## config.mk

```make
export PLATFORM = sky130hd
export DESIGN_NAME = adbg_jtag_tap
export DESIGN_NICKNAME = d
export VERILOG_FILES = /design/src/rtl/adbg_jtag_tap.sv
export SDC_FILE = /design/constraint.sdc
export NUM_CORES = 1
export LEC_CHECK = 0
export ABC_AREA = 1
export BUFFER_PORTS_ARGS = -buffer_cell sky130_fd_sc_hd__buf_2
export CORE_MARGIN = 2
export CORE_UTILIZATION = 57
export DETAILED_ROUTE_END_ITERATION = 6
export PLACE_DENSITY = 0.79
export SLEW_MARGIN = 40
export SYNTH_ARGS = -nofsm -noshare
export SYNTH_HDL_FRONTEND = slang
export SYNTH_SLANG_ARGS = --single-unit
```

## constraint.sdc

```tcl
create_clock -name tck_i -period 3.6 [get_ports tck_i]
set_input_delay 1.08 -clock tck_i [delete_from_list [all_inputs] [get_ports tck_i]]
set_output_delay 1.08 -clock tck_i [all_outputs]
set_load 0.005 [all_outputs]
```

## src/rtl/adbg_jtag_tap.sv

```systemverilog
//==============================================================================
// Module   : adbg_jtag_tap
// Brief    : IEEE 1149.1 TAP controller for the adbg debug chain. Decodes TMS
//            into the 16-state TAP FSM, holds the instruction register, and
//            implements the IDCODE and BYPASS data registers. Emits DR-state
//            strobes and debug_select_o, and muxes the final TDO.
// Config   : ADBG_TAP_IDCODE_EN - when defined, the IDCODE DR is built and
//            IDCODE_INSTR is the reset instruction; otherwise IDCODE_INSTR
//            falls through to BYPASS and BYPASS_INSTR is the reset instruction.
// Revision : 1.0 - initial release
//==============================================================================
`default_nettype none

module adbg_jtag_tap #(
    parameter int unsigned        IR_LEN       = 4,
    parameter logic [31:0]        IDCODE_VALUE = 32'h149511C3,
    parameter logic [IR_LEN-1:0]  IDCODE_INSTR = 'h2,
    parameter logic [IR_LEN-1:0]  DEBUG_INSTR  = 'h8,
    parameter logic [IR_LEN-1:0]  BYPASS_INSTR = 'hF
) (
    input  logic tck_i,
    input  logic trstn_i,
    input  logic tms_i,
    input  logic tdi_i,
    output logic tdo_o,
    output logic tdo_oe_o,
    input  logic debug_tdo_i,
    output logic test_logic_reset_o,
    output logic capture_dr_o,
    output logic shift_dr_o,
    output logic pause_dr_o,
    output logic update_dr_o,
    output logic debug_select_o
);

    typedef enum logic [3:0] {
        S_TLR    = 4'd0,  S_RTI    = 4'd1,
        S_SEL_DR = 4'd2,  S_CAP_DR = 4'd3,  S_SH_DR = 4'd4,  S_EX1_DR = 4'd5,
        S_PA_DR  = 4'd6,  S_EX2_DR = 4'd7,  S_UPD_DR = 4'd8,
        S_SEL_IR = 4'd9,  S_CAP_IR = 4'd10, S_SH_IR = 4'd11, S_EX1_IR = 4'd12,
        S_PA_IR  = 4'd13, S_EX2_IR = 4'd14, S_UPD_IR = 4'd15
    } tap_state_t;

    // Value loaded by Capture-IR: binary ...01 as 1149.1 requires.
    localparam logic [IR_LEN-1:0] c_IR_CAPTURE = IR_LEN'(1);
`ifdef ADBG_TAP_IDCODE_EN
    localparam logic [IR_LEN-1:0] c_RESET_INSTR = IDCODE_INSTR;
`else
    localparam logic [IR_LEN-1:0] c_RESET_INSTR = BYPASS_INSTR;
`endif

    // Elaboration-time sanity checks on the parameter set.
    generate
        if (IR_LEN < 2 || IDCODE_VALUE[0] != 1'b1 || IDCODE_INSTR == DEBUG_INSTR) begin : g_param_check
            $error("adbg_jtag_tap: illegal parameter set");
        end
    endgenerate

    tap_state_t        r_state;
    tap_state_t        w_state_nxt;
    logic [IR_LEN-1:0] r_ir_shift;
    logic [IR_LEN-1:0] r_latched_ir;
    logic              r_bypass;
    logic              r_tdo;
    logic              r_tdo_oe;
    logic              w_debug_sel;
    logic              w_idcode_sel;
    logic              w_idcode_tdo;
    logic              w_tdo_mux;

    // TAP state register.
    always_ff @(posedge tck_i or negedge trstn_i) begin
        if (!trstn_i) r_state <= S_TLR;
        else          r_state <= w_state_nxt;
    end

    // 1149.1 next-state decode from TMS.
    always_comb begin
        w_state_nxt = r_state;
        case (r_state)
            S_TLR:    w_state_nxt = tms_i ? S_TLR    : S_RTI;
            S_RTI:    w_state_nxt = tms_i ? S_SEL_DR : S_RTI;
            S_SEL_DR: w_state_nxt = tms_i ? S_SEL_IR : S_CAP_DR;
            S_CAP_DR: w_state_nxt = tms_i ? S_EX1_DR : S_SH_DR;
            S_SH_DR:  w_state_nxt = tms_i ? S_EX1_DR : S_SH_DR;
            S_EX1_DR: w_state_nxt = tms_i ? S_UPD_DR : S_PA_DR;
            S_PA_DR:  w_state_nxt = tms_i ? S_EX2_DR : S_PA_DR;
            S_EX2_DR: w_state_nxt = tms_i ? S_UPD_DR : S_SH_DR;
            S_UPD_DR: w_state_nxt = tms_i ? S_SEL_DR : S_RTI;
            S_SEL_IR: w_state_nxt = tms_i ? S_TLR    : S_CAP_IR;
            S_CAP_IR: w_state_nxt = tms_i ? S_EX1_IR : S_SH_IR;
            S_SH_IR:  w_state_nxt = tms_i ? S_EX1_IR : S_SH_IR;
            S_EX1_IR: w_state_nxt = tms_i ? S_UPD_IR : S_PA_IR;
            S_PA_IR:  w_state_nxt = tms_i ? S_EX2_IR : S_PA_IR;
            S_EX2_IR: w_state_nxt = tms_i ? S_UPD_IR : S_SH_IR;
            S_UPD_IR: w_state_nxt = tms_i ? S_SEL_DR : S_RTI;
            default:  w_state_nxt = S_TLR;
        endcase
    end

    assign test_logic_reset_o = (r_state == S_TLR);
    assign capture_dr_o       = (r_state == S_CAP_DR);
    assign shift_dr_o         = (r_state == S_SH_DR);
    assign pause_dr_o         = (r_state == S_PA_DR);
    assign update_dr_o        = (r_state == S_UPD_DR);

    // IR shift path and latched instruction; TLR keeps reloading the reset opcode.
    always_ff @(posedge tck_i or negedge trstn_i) begin
        if (!trstn_i) begin
            r_ir_shift   <= '0;
            r_latched_ir <= c_RESET_INSTR;
        end else begin
            if (r_state == S_CAP_IR)     r_ir_shift <= c_IR_CAPTURE;
            else if (r_state == S_SH_IR) r_ir_shift <= {tdi_i, r_ir_shift[IR_LEN-1:1]};
            if (r_state == S_TLR)         r_latched_ir <= c_RESET_INSTR;
            else if (r_state == S_UPD_IR) r_latched_ir <= r_ir_shift;
        end
    end

    assign w_debug_sel    = (r_latched_ir == DEBUG_INSTR);
    assign debug_select_o = w_debug_sel;

`ifdef ADBG_TAP_IDCODE_EN
    logic [31:0] r_idcode;

    assign w_idcode_sel = (r_latched_ir == IDCODE_INSTR);
    assign w_idcode_tdo = r_idcode[0];

    // IDCODE DR: capture the constant, then shift LSB-first.
    always_ff @(posedge tck_i or negedge trstn_i) begin
        if (!trstn_i)                                r_idcode <= '0;
        else if (w_idcode_sel && r_state == S_CAP_DR) r_idcode <= IDCODE_VALUE;
        else if (w_idcode_sel && r_state == S_SH_DR)  r_idcode <= {tdi_i, r_idcode[31:1]};
    end
`else
    assign w_idcode_sel = 1'b0;
    assign w_idcode_tdo = 1'b0;
`endif

    // Single-bit BYPASS register.
    always_ff @(posedge tck_i or negedge trstn_i) begin
        if (!trstn_i)                r_bypass <= 1'b0;
        else if (r_state == S_CAP_DR) r_bypass <= 1'b0;
        else if (r_state == S_SH_DR)  r_bypass <= tdi_i;
    end

    // TDO source select; the debug chain wins over the local DRs.
    always_comb begin
        w_tdo_mux = 1'b0;
        if (r_state == S_SH_IR) begin
            w_tdo_mux = r_ir_shift[0];
        end else if (r_state == S_SH_DR) begin
            if (w_debug_sel)       w_tdo_mux = debug_tdo_i;
            else if (w_idcode_sel) w_tdo_mux = w_idcode_tdo;
            else                   w_tdo_mux = r_bypass;
        end
    end

    // TDO and its enable change on the falling edge so the host samples a stable bit.
    always_ff @(negedge tck_i or negedge trstn_i) begin
        if (!trstn_i) begin
            r_tdo    <= 1'b0;
            r_tdo_oe <= 1'b0;
        end else begin
            r_tdo    <= w_tdo_mux;
            r_tdo_oe <= (r_state == S_SH_IR) || (r_state == S_SH_DR);
        end
    end

    assign tdo_o    = r_tdo;
    assign tdo_oe_o = r_tdo_oe;

endmodule

`default_nettype wire

```

**Word level (Yosys, flattened, before mapping)**

Index checks and enable logic that the tools add are counted.

- Input bits: 5
- Logic and storage cells: 52
- Bits in registers: 15
- Output and inout port bits: 8

- Equal/unequal tests: 16
- Mux-type cells: 22
- Reductions and logical operators: 8

Operator list:

| cell | number |
|---|---|
| $pmux W4 S12 | 1 |
| $eq A4 B4 Y1 const B | 9 |
| $mux W4 | 8 |
| $eq A4 B3 Y1 const B | 4 |
| $eq A4 B2 Y1 const B | 2 |
| $mux W1 | 8 |
| $mux W2 | 3 |
| $mux W3 | 2 |
| $reduce_bool A2 Y1 | 3 |
| $eq A4 B1 Y1 const B | 1 |
| $logic_not A4 Y1 | 1 |
| $reduce_or A2 Y1 | 2 |
| $reduce_or A3 Y1 | 1 |
| $logic_or A1 B1 Y1 | 1 |

**Logic depth before layout (Yosys ltp)**

Gate-level depths: netlist (run 1).

- Depth after elaboration: 4
- Depth in mapped cells: 7
- Gate-level depth less buffers: 6

==> impl_metrics.tcl, run 1 <==
set metrics [dict create \
    port_buffers 12 \
    number_of_antenna_violations_at_the_first_check_in_global_routing 0 \
    postSynthRegisterBits 15 \
    grt.overflow.total 0 \
    root_buffer_selected_by_cts "clkbuf_4" \
    worst_hold_path_type "reg -> reg" \
    startpoint_types "flip-flop" \
    insertion_delay_ns 0.29 \
    cts.reportedPaths.clkPinSlew_ns 0.09 \
    synthesized_area_um2 815 \
    count_of_final_max_slew_check_failures 0 \
    horizontal_extent_of_the_die_um 41.8 \
    post-place-cells 138 \
    final_cell_mix "nand2_1 (27), inv_1 (22), o21ai_0 (12), buf_2 (12)" \
    totalPowerFinal_mw 0.734 \
    path_delay_family "flip-flops" \
    htreeDepth 1 \
    grt_setup_unrepaired "yes" \
    cts_hold_buf 0 \
    postSynthCellCount 111 \
    worst_path_largest_cell_delay_ns 0.39 \
    leakage_nw 0.557 \
    ff2ff_path_depth 4 \
    cts_tree "built" \
    globalplace.congestion 0.895 \
    cts.path.max_buffers 2 \
    max_slew_margin 0.758 \
    ys_seq_area_frac 0.467 \
    worstSetupPathType "reg -> out" \
    fin_tns_setup_ns -0.109 \
    drt-pass1-iter-count 4 \
    grt_start_max_net_pins 10 \
    antenna_cells 0 \
    violations_in_the_final_reports "negative setup slack" \
    fin_skew_ns 0.00755 \
    die_area_mm2 0.00175 \
    final_hpwl_dp_um 1500 \
    first_global_vias 731 \
    ys_types 16 \
    overall_track_demand_over_capacity_in_global_routing 0.239 \
    routed_wirelength_um 1910 \
    crit_path_end_kind "output port" \
    cts.sink_count 15 \
    crit_arrival_ns 2.58 \
    fin_hold_ws_ns 0.506 \
    floorplan.io_pins 13 \
    timing.critical_path.to "tdo_oe_o" \
    timing.critical_path.fanout_max 1 \
    setup-violations-final 2 \
    grt_first_pass_wirelength_um 3220 \
    tritoncts.num_buffers 3 \
    area_of_the_placeable_core_mm2 0.00132 \
    setup_ws_ns -0.0601 \
    tightest_slew_ns 0.362 \
    drt.antenna.violating_nets 0 \
    timing_startpoint_of_the_critical_path "tdo_oe_o$_DFF_NN0_" \
    cp_num_buf_inv 1 \
    first_iter_violations 45 \
    post_layout_nonfiller_instances 142 \
    hold_path_startpoint "r_latched_ir[3]$_DFFE_PN1P_" \
    regToRegStartpoint "r_state[1]$_DFF_PN0_" \
    syn_avg_cell_area_um2 7.34 \
    die_y_um 41.8 \
    max_cap_viol_count 0 \
    synth_fp_nets 116 \
    core.rowCount 13 \
    ys.warnings.count 0 \
    p_per_area_mw_per_mm2 800 \
    r2r_end "tdo_oe_o$_DFF_NN0_" \
    route.detailed.wl_per_inst_um 13.5 \
    r2r_setup_slack_ns 0.60 \
    initial_core_utilization 0.618 \
    worst-endpoint-required_ns 2.52 \
    worstSetupPathDepth 1 \
    status "finished, violations left" \
    irDropWorstVdd_v 0.000545 \
    drc 0 \
    hold_viol_final 0 \
    post_route_cells_drive_above_1_share 0.189 \
    finalNetCount 133 \
    cpMaxStageDelayCell "dfrtn_1" \
    timing.critical_path.cells "buf_2" \
    vias 796 \
    area.growth.synth_to_final_pct 12.6 \
    post-route-util 0.696 \
    final_common_cell "nand2_1" \
    route.detailed.vias_per_inst 5.61 \
]
## state kept, by name (all words and copies together) (netlist names)
name and flops:
r_bypass 1, r_ir_shift 4, r_latched_ir 4, r_state 4, tdo_o 1, tdo_oe_o 1
## through the flow
stage,instance area [um^2],worst slack [ns]
2_1_floorplan,815,0.341
3_3_place_gp,890,0.260
3_5_place_dp,890,0.245
4_1_cts,917,-0.0698
5_1_grt,917,-0.0957
6_report,917,-0.0601
## routing by layer
layer,GRT usage,part of all wire,up-vias
met4,0.0452,0.0052,0
li1,-,-,383
met2,0.375,0.49,41
met1,0.322,0.42,370
met3,0.0826,0.089,2
met5,0,0,-
## logic make-up (layout without fill, tap and decap cells)
| group | after synthesis | after routing | synth area share |
|---|---|---|---|
| AOI/OAI and AO/OA | 22 | 22 | 0.160 |
| buffers and inverters | 23 | 39 | 0.115 |
| and+or+nand+nor | 51 | 51 | 0.258 |
| DFF | 15 | 15 | 0.467 |
## power by group
| group | internal [mW] | switching, mW |
|---|---|---|
| sequential | 0.254 | 0.0473 |
| combinational | 0.114 | 0.222 |
| clock | 0.0413 | 0.0548 |
## cells in the mapped netlist, drive strengths merged
cell    instances  area [um^2]
buf             1         11.3
dfrtn           2         50.1
inv            22         82.6
dfrtp           9          225
nor2           12         47.6
nand2          28          108
a31oi           1         6.26
o21ai          13         76.3
dfstp           4          105
o21bai          1         7.51
o22ai           4         25.0
a21oi           3         15.0
nand3          11         55.1
## how the worst min path moves through the flow
stage	slack, ns	cells past startpoint	endpoint
finish	0.51	2	r_latched_ir[3]$_DFFE_PN1P_
global route	0.53	2	r_latched_ir[0]$_DFFE_PN1P_
CTS	0.50	2	r_latched_ir[3]$_DFFE_PN1P_
detailed placement	0.48	2	r_latched_ir[3]$_DFFE_PN1P_
global placement	0.47	2	r_latched_ir[3]$_DFFE_PN1P_
floorplan	0.46	2	r_latched_ir[2]$_DFFE_PN1P_
## what timing repair did
item | in CTS | in global routing
gates resized for setup | 0 | 0
setup buffers | 0 | 0
setup endpoints to repair | 2 | 2
## area by class of cell
class / instances / area (um^2)
Fill cell: 108 / 400
Sequential cell: 15 / 380
Multi-Input combinational cell: 73 / 340
Inverter: 22 / 82.6
Timing Repair Buffer: 13 / 67.6
Clock buffer: 3 / 22.5
Tap cell: 15 / 18.8
Clock inverter: 1 / 5.00
(Power assumes the default switching activity.)
==> inputs of run 2 (changes only) <==
CELL_PAD_IN_SITES_DETAIL_PLACEMENT = 2   (was unset)
CELL_PAD_IN_SITES_GLOBAL_PLACEMENT = 2   (was unset)
CORE_UTILIZATION = 32   (was 57)
==> run 2 against run 1 <==
- the run still ends with negative setup slack left
- register-to-register slack got worse by 0.02 ns
- first-iteration DRC count fell by 82%
- core utilization fell by 31 points
- worst setup slack got worse by 0.0060 ns
- final cell count rose by 11%
- die area rose by 70%
- global-route usage fell by 5.4 points
- count of clock-buffer cells in the layout rose by 1
- critical endpoint is now tdo_o
==> impl_metrics.tcl, run 2 (same netlist as run 1, synthesis figures left out) <==
set metrics [dict create \
    cts_setup_buffers 0 \
    timing.critical_path.cells "buf_2" \
    setup-violations-final 2 \
    reg.largest.list "r_ir_shift x4, r_latched_ir x4, r_state x4" \
    post_cts_resized 0 \
    cts.sink_count 15 \
    fin_skew_ns 0.00603 \
    overall_track_demand_over_capacity_in_global_routing 0.185 \
    placedInstanceArea_um2 916 \
    die_area_mm2 0.00296 \
    globalplace.congestion 0.805 \
    p_per_area_mw_per_mm2 789 \
    min_to "r_latched_ir[2]$_DFFE_PN1P_" \
    leakage_nw 0.560 \
    grt.overflow.total 0 \
    max_cap_viol_count 0 \
    wl_met2_um 1110 \
    final_hpwl_dp_um 1830 \
    irDropWorstVdd_v 0.000417 \
    pwr-share-clk 0.123 \
    status "finished, violations left" \
    post-route-util 0.384 \
    r2r_setup_slack_ns 0.58 \
    root_buffer_selected_by_cts "clkbuf_4" \
    r2r_end "tdo_o$_DFF_NN0_" \
    hold_viol_final 0 \
    final_common_cell "nand2_1" \
    cp_num_buf_inv 1 \
    power_frac_comb 0.467 \
    path_delay_family "flip-flops" \
    drt-pass1-iter-count 4 \
    cts.reportedPaths.clkPinSlew_ns 0.08 \
    die_y_um 54.5 \
    preCtsSetupSlack_ns 0.237 \
    regToRegStartpoint "r_state[1]$_DFF_PN0_" \
    startpoint_types "flip-flop" \
    violations_in_the_final_reports "negative setup slack" \
    power_switching_mw 0.329 \
    grt_start_max_net_pins 12 \
    fin_tns_setup_ns -0.122 \
    cts_tree "built" \
    cts.path.max_buffers 2 \
    multi_input_area_um2 340 \
    grt_first_pass_wirelength_um 3880 \
    internal_power_mw 0.415 \
    vias 779 \
    setup_ws_ns -0.0660 \
    core.rowCount 18 \
    route.detailed.vias_per_inst 4.93 \
    area_of_the_placeable_core_mm2 0.00245 \
    cts_hold_buf 0 \
    crit_arrival_ns 2.59 \
    worst_path_largest_cell_delay_ns 0.39 \
    hold_path_startpoint "r_latched_ir[2]$_DFFE_PN1P_" \
    final_cell_mix "nand2_1 (27), inv_1 (22), o21ai_0 (12), buf_2 (12)" \
    ff2ff_path_depth 4 \
    power_switching_share 0.442 \
    horizontal_extent_of_the_die_um 54.5 \
    seq_area_um2 380 \
    worst_hold_path.num_cells 2 \
    area.growth.synth_to_final_pct 15.7 \
    tritoncts.num_buffers 3 \
    first_iter_violations 8 \
    max_slew_margin 0.740 \
    worst_hold_path_type "reg -> reg" \
    floorplan.io_pins 13 \
    dr_wl_met3_um 49 \
    htreeDepth 1 \
    grt_setup_unrepaired "yes" \
    drt.antenna.violating_nets 0 \
    timing.critical_path.fanout_max 1 \
    power_frac_seq 0.410 \
    tightest_slew_ns 0.389 \
    cpMaxStageDelayCell "dfrtn_1" \
    number_of_antenna_violations_at_the_first_check_in_global_routing 0 \
    crit_path_end_kind "output port" \
    final_cell_area_um2 942 \
    routed_wirelength_um 2320 \
    wl_met1_um 1160 \
    count_of_final_max_slew_check_failures 0 \
    first_global_vias 795 \
    n_fill_cell 309 \
    initial_core_utilization 0.332 \
    insertion_delay_ns 0.28 \
    topRoutingLayerUsed "met3" \
    finalNetCount 134 \
    antenna_cells 0 \
    route.detailed.wl_per_inst_um 14.7 \
    drc 0 \
    port_buffers 12 \
    worstSetupPathType "reg -> out" \
    worst-endpoint-required_ns 2.52 \
    post_route_cells_drive_above_1_share 0.188 \
]
==> run 2: cell count changes in the layout (fill, tap and decap cells not counted), sizes merged <==
cell | previous run | this run
buf | 13 | 14
clkinv | 1 | 0
clkbuf | 3 | 4
==> run 2: worst max path at each step <==
stage,start,to,slack (ns),depth (start not counted)
after floorplan,tdo_o$_DFF_NN0_,tdo_o,0.34,0
after global placement,tdo_oe_o$_DFF_NN0_,tdo_oe_o,0.25,1
after detailed placement,tdo_o$_DFF_NN0_,tdo_o,0.24,1
after CTS,tdo_o$_DFF_NN0_,tdo_o,-0.09,1
after global routing,tdo_o$_DFF_NN0_,tdo_o,-0.12,1
final,tdo_o$_DFF_NN0_,tdo_o,-0.07,1
==> run 2: worst min-delay path: stages, from the launching register on <==
cell	delay [ns]
dfstp_2	0.37
inv_1	0.05
o21ai_0	0.08
==> run 2: metrics by stage <==
| step | cells | hold WS (ns) | power, mW |
|---|---|---|---|
| 2_1_floorplan | 111 | 0.460 | 0.536 |
| 3_3_place_gp | 154 | 0.475 | 0.636 |
| 3_5_place_dp | 154 | 0.483 | 0.656 |
| 4_1_cts | 158 | 0.500 | 0.757 |
| 5_1_grt | 158 | 0.525 | 0.822 |
| 6_report | 158 | 0.498 | 0.743 |
==> run 2: final cells by class <==
cell class | count | area share
multi-input cells | 73 | 0.361
flip-flops and latches | 15 | 0.404
clock buffers | 4 | 0.0279
repair buffers | 14 | 0.0797
inverters | 22 | 0.0876
well taps | 30 | 0.0398
==> run 2: power by group through the flow <==
| stage | combinational, mW | clock [mW] | sequential, mW |
|---|---|---|---|
| finish | 0.347 | 0.0917 | 0.305 |
| global route | 0.401 | 0.105 | 0.316 |
| CTS | 0.353 | 0.0980 | 0.305 |
| detailed placement | 0.348 | 0 | 0.307 |
| global placement | 0.333 | 0 | 0.302 |
| floorplan | 0.249 | 0 | 0.287 |
==> run 2: routing by layer <==
metal  vias up  global-route usage
li1        384                   -
met1       388               0.256
met2         7               0.295
met3         0              0.0492
met4         0              0.0250
met5         -                   0
==> inputs of run 3 (changes only) <==
GPL_TIMING_DRIVEN = 0   (was unset)
==> run 3 against run 2 <==
- the run still ends with negative setup slack left
- combinational power grew 6.1%
- critical path depth stayed put
- worst setup slack about the same
- clock power grew 5.8%
- core utilization is 0.15 points lower
- non-clock buffer count fell by 1
- hold slack got worse by 0.012 ns
- wire length is 2.6% higher
- clock skew shrank 0.0028 ns
- final cell count decreased by 0.63%
- sequential share of layout area up 0.16 points
- critical endpoint is now tdo_oe_o
- largest cell class unchanged
- highest routed layer is now met4
==> impl_metrics.tcl, run 3 (same netlist as run 1, synthesis figures left out) <==
set metrics [dict create \
    max_cap_viol_count 0 \
    cts.sink_count 15 \
    grt_first_pass_wirelength_um 3860 \
    overall_track_demand_over_capacity_in_global_routing 0.184 \
    cp_num_buf_inv 1 \
    power_switching_mw 0.341 \
    seq_area_um2 380 \
    horizontal_extent_of_the_die_um 54.5 \
    area_of_the_placeable_core_mm2 0.00245 \
    cts_hold_buf 0 \
    hold_path_startpoint "r_latched_ir[3]$_DFFE_PN1P_" \
    r2r_setup_slack_ns 0.62 \
    ff2ff_path_depth 5 \
    post_layout_nonfiller_instances 157 \
    r2r_end "tdo_o$_DFF_NN0_" \
    setup_ws_ns -0.0660 \
    initial_core_utilization 0.332 \
    drc 0 \
    route.detailed.wl_per_inst_um 15.2 \
    core.rowCount 18 \
    insertion_delay_ns 0.28 \
    startpoint_types "flip-flop" \
    number_of_antenna_violations_at_the_first_check_in_global_routing 0 \
    first_iter_violations 9 \
    final_hpwl_dp_um 1880 \
    worst_hold_path.num_cells 2 \
    finalNetCount 133 \
    cts.path.max_buffers 2 \
    worst_path_largest_cell_delay_ns 0.40 \
    totalPowerFinal_mw 0.759 \
    cts_tree "built" \
    timing.critical_path.cells "buf_2" \
    min_to "r_latched_ir[3]$_DFFE_PN1P_" \
    post_route_cells_drive_above_1_share 0.181 \
    setup-violations-final 2 \
    irDropWorstVdd_v 0.000285 \
    crit_arrival_ns 2.59 \
    routed_wirelength_um 2380 \
    globalplace.congestion 0.813 \
    vias 776 \
    die_y_um 54.5 \
    area.growth.synth_to_final_pct 15.2 \
    grt.overflow.total 0 \
    pwr-share-clk 0.128 \
    n_fill_cell 304 \
    grt_setup_unrepaired "yes" \
    tritoncts.num_buffers 3 \
    power_switching_share 0.449 \
    grt_start_max_net_pins 16 \
    final_cell_area_um2 938 \
    tightest_slew_ns 0.382 \
    worst-endpoint-required_ns 2.52 \
    floorplan.io_pins 13 \
    fin_skew_ns 0.00324 \
    p_per_area_mw_per_mm2 809 \
    worst_hold_path_type "reg -> reg" \
    port_buffers 12 \
    power_frac_comb 0.484 \
    count_of_final_max_slew_check_failures 0 \
    cts.reportedPaths.clkPinSlew_ns 0.09 \
    internal_power_mw 0.418 \
    post-place-cells 153 \
    htreeDepth 1 \
    reg.largest.list "r_ir_shift x4, r_latched_ir x4, r_state x4" \
    hold_viol_final 0 \
    placedInstanceArea_um2 912 \
    post_cts_resized 0 \
    first_global_vias 851 \
    regToRegStartpoint "r_state[1]$_DFF_PN0_" \
    path_delay_family "flip-flops" \
    power_frac_seq 0.388 \
    final_common_cell "nand2_1" \
    route.detailed.vias_per_inst 4.94 \
    max_slew_margin 0.745 \
    violations_in_the_final_reports "negative setup slack" \
    cpMaxStageDelayCell "dfrtn_1" \
    cts_setup_buffers 0 \
    leakage_nw 0.556 \
    worstSetupPathType "reg -> out" \
    multi_input_area_um2 340 \
    root_buffer_selected_by_cts "clkbuf_4" \
    crit_path_end_kind "output port" \
    die_area_mm2 0.00296 \
    drt-pass1-iter-count 4 \
    drt.antenna.violating_nets 0 \
    status "finished, violations left" \
    timing.critical_path.fanout_max 1 \
    preCtsSetupSlack_ns 0.254 \
    final_cell_mix "nand2_1 (27), inv_1 (22), o21ai_0 (12), buf_2 (12)" \
    antenna_cells 0 \
]
==> run 3: changes by cell type in the layout (fill, tap and decap cells not counted), sizes merged <==
cell,change
buf,-1
==> run 3: power by group through the flow <==
stage,clock network (mW),registers [mW],logic [mW]
floorplan,0,0.287,0.249
global placement,0,0.292,0.346
detailed placement,0,0.298,0.366
CTS,0.101,0.297,0.374
global route,0.106,0.305,0.424
finish,0.0970,0.295,0.368
==> run 3: stage by stage <==
step / hold WS (ns) / setup TNS (ns) / utilization
2_1_floorplan: 0.460 / 0 / -
6_report: 0.486 / -0.116 / 0.382
3_3_place_gp: 0.478 / 0 / 0.372
5_1_grt: 0.544 / -0.172 / 0.382
4_1_cts: 0.492 / -0.131 / 0.382
3_5_place_dp: 0.478 / 0 / 0.372
==> run 3: layout make-up <==
type / instances / share of cell area
flip-flops and latches: 15 / 0.405
multi-input cells: 73 / 0.363
inverters: 22 / 0.0880
repair buffers: 12 / 0.0640
well taps: 30 / 0.0400
clock buffers: 4 / 0.0280
plain buffers: 1 / 0.0120
==> run 3: worst max-delay path by stage <==
stage                                   from  endpoint  slack, ns  cells after the start
after CTS                 tdo_oe_o$_DFF_NN0_  tdo_oe_o      -0.07                      1
after global placement    tdo_oe_o$_DFF_NN0_  tdo_oe_o       0.25                      1
after global routing         tdo_o$_DFF_NN0_     tdo_o      -0.09                      1
final                     tdo_oe_o$_DFF_NN0_  tdo_oe_o      -0.07                      1
after detailed placement     tdo_o$_DFF_NN0_     tdo_o       0.25                      1
after floorplan              tdo_o$_DFF_NN0_     tdo_o       0.34                      0
==> run 3: layer usage <==
layer,up-vias,global-route usage,wire length [um]
met4,0,0.0375,13
met1,384,0.240,1130
li1,383,-,-
met3,2,0.0246,40
met5,-,0,0
met2,7,0.325,1200
